`src/rtl/nabp_shifter_accumulator_pkg.sv`:
```
// Shared types and constants for the shifter accumulator and its LUT.
// Fixed-point base format matches the shifter LUT generator.
package nabp_shifter_accumulator_pkg;

  localparam int unsigned kAngleLength = 8;
  localparam int unsigned kBaseWidth   = 16;
  localparam int unsigned kFracBits    = 14;
  localparam int unsigned kNumLines    = 64;
  localparam int unsigned kLineWidth   = 6;
  localparam int unsigned kShiftWidth  = 8;
  localparam int unsigned kAccuWidth   = kBaseWidth + kLineWidth;
  localparam int unsigned kAxisLo      = 45;
  localparam int unsigned kAxisHi      = 135;

  typedef logic [kAngleLength-1:0]      angle_t;
  typedef logic signed [kBaseWidth-1:0] accu_base_t;
  typedef logic signed [kAccuWidth-1:0] accu_t;
  typedef logic [kLineWidth-1:0]        line_t;
  typedef logic signed [kShiftWidth-1:0] shift_t;

  typedef enum logic [1:0] {
    ST_IDLE   = 2'd0,
    ST_LOOKUP = 2'd1,
    ST_LOAD   = 2'd2,
    ST_RUN    = 2'd3
  } state_e;

  typedef struct packed {
    shift_t shift;
    line_t  line;
    logic   axis;
    logic   last;
  } shift_beat_t;

  // Steep angles (45..134) shift along y, the rest along x.
  function automatic logic is_axis_y(angle_t a);
    return (a >= angle_t'(kAxisLo)) && (a < angle_t'(kAxisHi));
  endfunction

endpackage

```
`src/rtl/nabp_shifter_accumulator_if.sv`:
```
// Valid/ready stream carrying one rounded shift per projection line.
interface nabp_shifter_accumulator_if;
  import nabp_shifter_accumulator_pkg::*;

  shift_beat_t beat;
  logic        valid;
  logic        ready;

  modport master (output beat, output valid, input ready);
  modport slave  (input beat, input valid, output ready);

endinterface

```
`src/rtl/nabp_shifter_accumulator_round.sv`:
```
// Fixed-point accumulator to integer shift: round half toward +inf, then truncate.
module nabp_shifter_accumulator_round
  import nabp_shifter_accumulator_pkg::*;
(
  input  accu_t  accu_i,
  output shift_t shift_c_o
);

  localparam accu_t kHalf = accu_t'(2 ** (kFracBits - 1));

  accu_t biased;

  assign biased    = accu_i + kHalf;
  assign shift_c_o = shift_t'(biased >>> kFracBits);

endmodule

```
`src/rtl/nabp_shifter_accumulator.sv`:
```
// Looks up the per-line increment for an angle, then streams one rounded
// shift per line, accumulating the increment on every accepted beat.
module nabp_shifter_accumulator
  import nabp_shifter_accumulator_pkg::*;
(
  input  logic       clk,
  input  logic       reset_n,
  input  logic       start_i,
  input  angle_t     angle_i,
  output logic       busy_o,
  output angle_t     sh_angle_o,
  input  accu_base_t sh_accu_base_i,
  nabp_shifter_accumulator_if.master shift_if
);

  state_e state_q, state_d;

  angle_t sh_angle_q, sh_angle_d;
  logic   axis_q, axis_d;
  logic   busy_q, busy_d;
  accu_t  base_q, base_d;
  accu_t  accu_q, accu_d;
  line_t  line_q, line_d;
  shift_t shift_q, shift_d;
  logic   valid_q, valid_d;
  logic   last_q, last_d;

  logic   hs;
  accu_t  accu_next;
  shift_t shift_next;

  assign hs        = valid_q & shift_if.ready;
  assign accu_next = accu_q + base_q;

  nabp_shifter_accumulator_round u_round (
    .accu_i    (accu_next),
    .shift_c_o (shift_next)
  );

  // State register.
  always_ff @(posedge clk) begin
    if (!reset_n) state_q <= ST_IDLE;
    else          state_q <= state_d;
  end

  // Next-state logic.
  always_comb begin
    state_d = state_q;
    unique case (state_q)
      ST_IDLE:   if (start_i) state_d = ST_LOOKUP;
      ST_LOOKUP: state_d = ST_LOAD;
      ST_LOAD:   state_d = ST_RUN;
      ST_RUN:    if (hs && last_q) state_d = ST_IDLE;
      default:   state_d = ST_IDLE;
    endcase
  end

  // Datapath and output next values; everything holds unless a transition acts.
  always_comb begin
    sh_angle_d = sh_angle_q;
    axis_d     = axis_q;
    busy_d     = busy_q;
    base_d     = base_q;
    accu_d     = accu_q;
    line_d     = line_q;
    shift_d    = shift_q;
    valid_d    = valid_q;
    last_d     = last_q;
    unique case (state_q)
      ST_IDLE: begin
        if (start_i) begin
          sh_angle_d = angle_i;
          axis_d     = is_axis_y(angle_i);
          busy_d     = 1'b1;
        end
      end
      ST_LOOKUP: begin
      end
      ST_LOAD: begin
        base_d  = accu_t'(sh_accu_base_i);
        accu_d  = '0;
        line_d  = '0;
        shift_d = '0;
        valid_d = 1'b1;
        last_d  = (kNumLines == 1);
      end
      ST_RUN: begin
        if (hs) begin
          if (last_q) begin
            valid_d = 1'b0;
            busy_d  = 1'b0;
          end else begin
            accu_d  = accu_next;
            line_d  = line_q + line_t'(1);
            shift_d = shift_next;
            last_d  = (line_q + line_t'(1)) == line_t'(kNumLines - 1);
          end
        end
      end
      default: begin
      end
    endcase
  end

  always_ff @(posedge clk) begin
    if (!reset_n) begin
      sh_angle_q <= '0;
      axis_q     <= 1'b0;
      busy_q     <= 1'b0;
      base_q     <= '0;
      accu_q     <= '0;
      line_q     <= '0;
      shift_q    <= '0;
      valid_q    <= 1'b0;
      last_q     <= 1'b0;
    end else begin
      sh_angle_q <= sh_angle_d;
      axis_q     <= axis_d;
      busy_q     <= busy_d;
      base_q     <= base_d;
      accu_q     <= accu_d;
      line_q     <= line_d;
      shift_q    <= shift_d;
      valid_q    <= valid_d;
      last_q     <= last_d;
    end
  end

  assign busy_o          = busy_q;
  assign sh_angle_o      = sh_angle_q;
  assign shift_if.valid  = valid_q;
  assign shift_if.beat   = '{shift: shift_q, line: line_q, axis: axis_q, last: last_q};

endmodule

```
`src/flat_wrapper.sv`:
```
// flat-port wrapper written by rule: the top's interface ports become plain ports
module nabp_shifter_accumulator_flat import nabp_shifter_accumulator_pkg::*;
  (clk, reset_n, start_i, angle_i, busy_o, sh_angle_o, sh_accu_base_i, shift_if_beat, shift_if_valid, shift_if_ready);
  nabp_shifter_accumulator_if shift_if_i ();
  input  logic clk;
  input  logic reset_n;
  input  logic start_i;
  input  angle_t angle_i;
  output logic busy_o;
  output angle_t sh_angle_o;
  input  accu_base_t sh_accu_base_i;
  output wire logic [$bits(shift_if_i.beat)-1:0] shift_if_beat;
  output wire logic [$bits(shift_if_i.valid)-1:0] shift_if_valid;
  input wire logic [$bits(shift_if_i.ready)-1:0] shift_if_ready;
  assign shift_if_beat = shift_if_i.beat;
  assign shift_if_valid = shift_if_i.valid;
  assign shift_if_i.ready = shift_if_ready;
  nabp_shifter_accumulator u_core (.clk(clk), .reset_n(reset_n), .start_i(start_i), .angle_i(angle_i), .busy_o(busy_o), .sh_angle_o(sh_angle_o), .sh_accu_base_i(sh_accu_base_i), .shift_if(shift_if_i));
endmodule
```
`config.mk`:
```
export PLATFORM = sky130hd
export DESIGN_NAME = nabp_shifter_accumulator_flat
export DESIGN_NICKNAME = d
export VERILOG_FILES = /design/src/rtl/nabp_shifter_accumulator_pkg.sv /design/src/rtl/nabp_shifter_accumulator_if.sv /design/src/rtl/nabp_shifter_accumulator_round.sv /design/src/rtl/nabp_shifter_accumulator.sv /design/src/flat_wrapper.sv
export SDC_FILE = /design/constraint.sdc
export NUM_CORES = 1
export LEC_CHECK = 0
export ABC_CLOCK_PERIOD_IN_PS = 6010
export BUFFER_PORTS_ARGS = -buffer_cell sky130_fd_sc_hd__buf_4
export CORE_ASPECT_RATIO = 1.4
export CORE_UTILIZATION = 55
export CTS_BUF_LIST = sky130_fd_sc_hd__clkbuf_16
export CTS_CLUSTER_DIAMETER = 50
export CTS_CLUSTER_SIZE = 16
export DETAILED_ROUTE_END_ITERATION = 16
export PLACE_DENSITY = 0.83
export SLEW_MARGIN = 20
export SYNTH_ARGS = -nofsm -noshare
export SYNTH_HDL_FRONTEND = slang
export SYNTH_SLANG_ARGS = --single-unit
```
`constraint.sdc`:
```
create_clock -name clk -period 6.01 [get_ports clk]
set_clock_uncertainty 0.1 [all_clocks]
set_input_delay 1.202 -clock clk [delete_from_list [all_inputs] [get_ports clk]]
set_output_delay 1.202 -clock clk [all_outputs]
set_load 0.02 [all_outputs]
```
== Yosys cells after proc, flatten, opt, wreduce, memory -nomap -nowiden ==
Cells that the tools add are included.

* Bits in registers: 66
* Input port bits: 28
* Output and inout port bits: 26
* Word-level logic and storage cells: 56

* Add/sub/neg operators: 3
* Order comparisons: 2
* Equality and inequality tests: 9
* Muxes and demuxes: 20
* Bitwise logic cells: 1
* Reductions and logical operators: 11

{| class="wikitable"
|+ Operators by type and width
! cell !! count
|-
| 2-to-1 mux 22 bit || 2
|-
| case mux 22 bit (2 select lines) || 1
|-
| adder 22 x 15 -> 22 bit, second input constant || 1
|-
| adder 22 x 16 -> 22 bit || 1
|-
| 2-to-1 mux 8 bit || 2
|-
| case mux 8 bit (2 select lines) || 1
|-
| 2-to-1 mux 6 bit || 2
|-
| case mux 6 bit (2 select lines) || 1
|-
| greater-or-equal comparator 8 x 6 -> 1 bit, second input constant || 1
|-
| less-than comparator 8 bit, second input constant || 1
|-
| case mux 2 bit (4 select lines) || 1
|-
| adder 6 x 1 -> 6 bit, second input constant || 1
|-
| equality test 6 bit, second input constant || 1
|-
| != test 2 x 1 -> 1 bit, second input constant || 3
|-
| case mux 1 bit (2 select lines) || 3
|-
| AND reduction 2 bit || 3
|-
| AND reduction 3 bit || 2
|-
| 2-to-1 mux 1 bit || 5
|-
| equality test 2 bit, second input constant || 2
|-
| 2-to-1 mux 2 bit || 2
|-
| != test 2 bit, second input constant || 2
|-
| AND reduction 4 bit || 1
|-
| nonzero test 2 bit || 2
|-
| equality test 2 x 1 -> 1 bit, second input constant || 1
|-
| 3 further kinds || 4
|}

== Longest topological paths before layout ==
* Word-level depth: 5
* Gate-level depth with buffers: 14
* Mapped depth without buffers: 14

== Modules after synthesis ==
A second synthesis with hierarchy kept.

* Cell total of the unflattened synthesis: 450
* Area total of the unflattened synthesis: 3,834.9 µm²

{| class="wikitable"
|+ Modules (own cells, without submodules)
! module !! times used !! cells an instance !! area each (µm²) !! seq. area each (µm²)
|-
| nabp_shifter_accumulator || 1 || 432 || 3,706.1 || 1,321.3
|-
| nabp_shifter_accumulator_round || 1 || 18 || 128.9 || 0.0
|}

== Worst setup path after synthesis ==
Ideal clock, no wire load.

* Path kind: flip-flop to flip-flop
* From: reg u_core.accu_q[0]
* To: reg u_core.shift_q[7]
* Arrival: 2,806 ps
* Data required time: 5,790 ps
* Slack: 2,984 ps
* Stages on the path, launching flop included: 15
* Buffers on the path: 0
* Cells stage by stage: dfxtp_1 -> ha_1 -> inv_1 -> fa_1 -> nand2b_1 -> a21oi_1 -> o211ai_1 -> nand2_1 -> xor2_1 -> ha_1 -> inv_1 -> nor3_1 -> nand4_1 -> and4b_1 -> o31ai_1

* Word-level cells in the longest chain between the ends: 5

{| class="wikitable"
|+ RTL lines
! element !! line !! source
|-
| from (decl) || nabp_shifter_accumulator.sv:22 || <nowiki>accu_t accu_q, accu_d;</nowiki>
|-
| from (signal assigned) || nabp_shifter_accumulator.sv:121 || <nowiki>accu_q <= accu_d;</nowiki>
|-
| adder 22 x 16 -> 22 bit || nabp_shifter_accumulator.sv:33 || <nowiki>assign accu_next = accu_q + base_q;</nowiki>
|-
| adder 22 x 15 -> 22 bit || nabp_shifter_accumulator_round.sv:13 || <nowiki>assign biased = accu_i + kHalf;</nowiki>
|-
| 2-to-1 mux 8 bit || nabp_shifter_accumulator.sv:89 || <nowiki>if (last_q) begin</nowiki>
|-
| 2-to-1 mux 8 bit || nabp_shifter_accumulator.sv:88 || <nowiki>if (hs) begin</nowiki>
|-
| case mux 8 bit (2 select lines) || nabp_shifter_accumulator.sv:69 || <nowiki>unique case (state_q)</nowiki>
|-
| to (signal assigned) || nabp_shifter_accumulator.sv:123 || <nowiki>shift_q <= shift_d;</nowiki>
|-
| to (decl) || nabp_shifter_accumulator.sv:24 || <nowiki>shift_t shift_q, shift_d;</nowiki>
|}

Every way passes these cells. The select of a mux whose other input is x is not followed.
A chain may end at the register's enable or synchronous reset.

== Final worst setup path ==
Ends and elaborated chain as after synthesis.

==> impl_summary.log <==
[metrics] reg2reg path depth: 14
[metrics] Max-Slew Margin vs Limit: 0.497
[metrics] number of instances on the worst hold path: 2
[metrics] Avg Inst Size Synth: 8.20 sq um
[metrics] total of flip-flops plus latches after synthesis: 66
[metrics] area share of the leading cell type in the synthesized netlist: 0.344
[metrics] clk buf depth: 2
[metrics] Endpoint, Worst Hold: u_core.sh_angle_o[1]
[metrics] Reg clk slew, reported paths: 0.06 ns
[metrics] antenna violations before repair: 0
[metrics] routed length per instance: 15.0 um
[metrics] basic-gate share of the synthesized area counting and, or, nand and nor cells: 0.203
[metrics] Yosys warning count: 0
[metrics] Floorplan Core Area: 6660 sq um
[metrics] leading cell types in the layout, fill and taps excluded: sky130_fd_sc_hd__nor2_1, sky130_fd_sc_hd__dfxtp_1, sky130_fd_sc_hd__buf_4
[metrics] GRT Resource Usage Total: 0.259
[metrics] Cell Pwr Density: 308 nW/um^2
[metrics] outcome: completed
[metrics] DRC violation total after the first TritonRoute iteration: 183
[metrics] Leakage: 0.00194 uW
[metrics] largest voltage drop on the vdd net: 165 uV
[metrics] clock tree root buffer cell: sky130_fd_sc_hd__clkbuf_16
[metrics] Clock power frac: 0.383
[metrics] routed vias: 3,574
[metrics] Min Clock Period, post-route: 3.48 ns
[metrics] TritonCTS clock tree: done
[metrics] largest cells by area after synthesis: sky130_fd_sc_hd__dfxtp_1, sky130_fd_sc_hd__ha_1, sky130_fd_sc_hd__nor2_1, sky130_fd_sc_hd__a21oi_1, sky130_fd_sc_hd__mux2i_1
[metrics] total nets after synthesis: 525
[metrics] Worst setup EP type: flop
[metrics] Mapped Cells: 469
[metrics] sequential cell fraction of total power: 0.357
[metrics] Port Buffers: 53
[metrics] global placement routability congestion: 0.942
[metrics] Post-synth ARST share: 0
[metrics] most frequent standard cell in the layout excluding fill and tap cells: sky130_fd_sc_hd__nor2_1
[metrics] buffers inserted during post-CTS setup optimization: 0
[metrics] clock buffers created by TritonCTS: 9
[metrics] maximum capacitance violations: 0
[metrics] total standard cell area after synthesis: 3840 sq um
[metrics] largest driver fanout on the critical path: 6
[metrics] final number of max-transition violations: 0
[metrics] critical hold path startpoint: u_core.sh_angle_o[1]
[metrics] setup total negative slack: 0 ns
[metrics] cell type with the largest total area after synthesis: sky130_fd_sc_hd__dfxtp_1
[metrics] DP HPWL: 6530 um
[metrics] H-Tree Level Count: 3
[metrics] pin count of the biggest net entering global routing: 44
[metrics] aggregate routed wire length: 9170 um
[metrics] sinks on the clock net: 66
[metrics] worst setup path category: reg -> reg
[metrics] Vert. Die Dim: 101 um
[metrics] worst path required time: 6.13 ns
[metrics] Arr. time, crit path: 3.60 ns
[metrics] number of nets in the finished design: 570
[metrics] number of flops mapped to enable cells by yosys: 0
[metrics] power spent charging and discharging nets: 442 uW
[metrics] Reg-to-Reg Start: u_core.accu_q[0]
[metrics] area of the die: 7330 sq um
[metrics] Synth cell types: 59
[metrics] Reg area: 1320 sq um
[metrics] Initial DRT Pass Iterations: 4
[metrics] worst min-delay path category: reg -> reg
[metrics] Initial Utilization: 0.578
[metrics] post-route clock period utilization: 0.580
[metrics] remaining design rule violation count: 0
[metrics] Avg Vias per Cell: 5.86
[metrics] unrepaired setup endpoints after global routing: no
[metrics] total count of hold-check failures in the final report: 0
[metrics] total power of the final layout: 1420 uW
[metrics] gr ovfl total: 0
[metrics] layout overhead on the synthesized area: 19.9%
[metrics] complex-gate fraction of the synthesized area: 0.232
[metrics] main combinational cell family by area after synthesis: compound AO/OA/AOI/OAI gates
[metrics] xor and xnor area share after synthesis: 0.0456
[metrics] first-pass GRT wire length: 14,700 um
[metrics] portion of total power attributed to combinational logic: 0.260
[metrics] Worst Tran Pin Value: 0.743 ns
[metrics] Die W: 72.7 um
[metrics] number of antenna repair diodes: 0
[metrics] antenna-violating nets left: 0
[metrics] via count of the first global-routing pass: 3,320
[metrics] Setup crit start kind: flop
[metrics] post-synthesis mux area share: 0.0443
[metrics] Most used DFF post-synth: sky130_fd_sc_hd__dfxtp_1
[metrics] switching share of power: 0.311
[metrics] achievable clock frequency: 0.287 GHz
[metrics] count of hold-fix buffers inserted at cts: 0
[metrics] clock latency of the later-clocked register in the worst-skew pair: 0.33 ns
[metrics] Multi-input gate area: 2380 sq um
[metrics] # setup viols final: 0
[metrics] Reg2Reg Capture Point: u_core.shift_q[7]
[metrics] post-cts resize count: 0
[metrics] Pint: 979 uW
[metrics] number of filler instances in the final layout: 559
[metrics] Core Rows: 35
[metrics] part of the Yosys area used for sequential elements: 0.344
[metrics] arithmetic-cell share of the synthesized area counting full adders, half adders and majority gates: 0.0931
[metrics] share of layout cells above drive strength 1: 0.156
[metrics] setup slack of the most critical reg-to-reg path: 2.53 ns
[metrics] num ports: 54
[worst max-delay path by stage]
| stage | from | to | slack (ns) |
|---|---|---|---|
| finish | u_core.accu_q[0] | u_core.shift_q[7] | 2.53 |
| global route | u_core.accu_q[0] | u_core.shift_q[7] | 2.24 |
| CTS | u_core.accu_q[0] | u_core.shift_q[7] | 2.56 |
| detailed placement | u_core.accu_q[0] | u_core.shift_q[7] | 2.58 |
| global placement | u_core.accu_q[0] | u_core.shift_q[7] | 2.76 |
| floorplan | u_core.accu_q[0] | u_core.shift_q[7] | 2.98 |
[layer usage]
| metal | vias to the layer above | track usage | wire length, um |
|---|---|---|---|
| met4 | 0 | 0.136 | 236 |
| met3 | 18 | 0.0410 | 349 |
| met2 | 96 | 0.495 | 4900 |
| met1 | 1685 | 0.262 | 3680 |
| li1 | 1775 | - | - |
| met5 | - | 0 | 0 |
[metrics by stage]
stage	hold WS, ns	setup slack (ns)	cells	cell area (sq um)	utilization
finish	0.353	2.53	610	4610	0.692
global route	0.370	2.24	610	4610	0.692
CTS	0.352	2.56	610	4610	0.692
detailed placement	0.345	2.58	595	4300	0.646
global placement	0.341	2.76	595	4300	0.646
floorplan	0.358	2.98	469	3840	-
[cell families (layout without fill, tap and decap cells)]
family | after synthesis | in the layout
muxes | 17 | 17
buffers and inverters | 37 | 86
DFF | 66 | 66
xor gates and xnor gates | 20 | 20
and+or+nand+nor | 169 | 169
adders and majority gates | 28 | 28
AOI/OAI and AO/OA | 132 | 132
[cells in the mapped netlist (3+ instances only)]
cell type / instances
sky130_fd_sc_hd__a31oi_1: 3
sky130_fd_sc_hd__dfxtp_1: 66
sky130_fd_sc_hd__nor3_1: 8
sky130_fd_sc_hd__and3_1: 4
sky130_fd_sc_hd__inv_1: 13
sky130_fd_sc_hd__nor2_1: 73
sky130_fd_sc_hd__mux2i_1: 17
sky130_fd_sc_hd__o21ai_0: 22
sky130_fd_sc_hd__xor2_1: 6
sky130_fd_sc_hd__ha_1: 27
sky130_fd_sc_hd__a21boi_0: 3
sky130_fd_sc_hd__o21ai_1: 4
sky130_fd_sc_hd__xnor2_1: 14
sky130_fd_sc_hd__and2_1: 6
sky130_fd_sc_hd__nand3_1: 12
sky130_fd_sc_hd__nand2_1: 39
sky130_fd_sc_hd__a22oi_1: 21
sky130_fd_sc_hd__o211ai_1: 4
sky130_fd_sc_hd__a21oi_1: 41
sky130_fd_sc_hd__clkbuf_1: 20
sky130_fd_sc_hd__or3_1: 4
sky130_fd_sc_hd__a211oi_1: 4
sky130_fd_sc_hd__a21o_1: 6
sky130_fd_sc_hd__nand4_1: 5
sky130_fd_sc_hd__nand2b_1: 5
[worst max-delay path, cell delays in order, from the launching register on]
cell and delay [ns]:
sky130_fd_sc_hd__dfxtp_1 0.34, sky130_fd_sc_hd__ha_1 0.20, sky130_fd_sc_hd__inv_1 0.07, sky130_fd_sc_hd__fa_1 0.38, sky130_fd_sc_hd__nand2b_1 0.20, sky130_fd_sc_hd__a21oi_1 0.23, sky130_fd_sc_hd__o211ai_1 0.18, sky130_fd_sc_hd__nand2_1 0.14
sky130_fd_sc_hd__xor2_1 0.36, sky130_fd_sc_hd__ha_1 0.22, sky130_fd_sc_hd__inv_1 0.06, sky130_fd_sc_hd__nor3_1 0.34, sky130_fd_sc_hd__nand4_1 0.19, sky130_fd_sc_hd__and4b_1 0.29, sky130_fd_sc_hd__o31ai_1 0.07
[power groups by stage]
stage	sequential, uW	clock (uW)	combinational (uW)
finish	507	545	369
global route	510	567	403
CTS	507	550	368
detailed placement	516	0	364
global placement	514	0	351
floorplan	526	0	249
[final cells by class]
type,count,share of cell area
Sequential cell,66,0.287
Tap cell,92,0.0250
Inverter,14,0.0114
Multi-Input combinational cell,366,0.517
Clock buffer,9,0.0489
Clock inverter,6,0.0182
Timing Repair Buffer,57,0.0928
[registers in the layout, summed over array words and instances (netlist names)]
register,flops
u_core.accu_q,22
u_core.axis_q,1
u_core.base_q,16
u_core.busy_o,1
u_core.last_q,1
u_core.line_q,6
u_core.sh_angle_o,8
u_core.shift_if.valid,1
u_core.shift_q,8
u_core.state_q,2
Note: power is estimated with default switching activity, not from simulation.
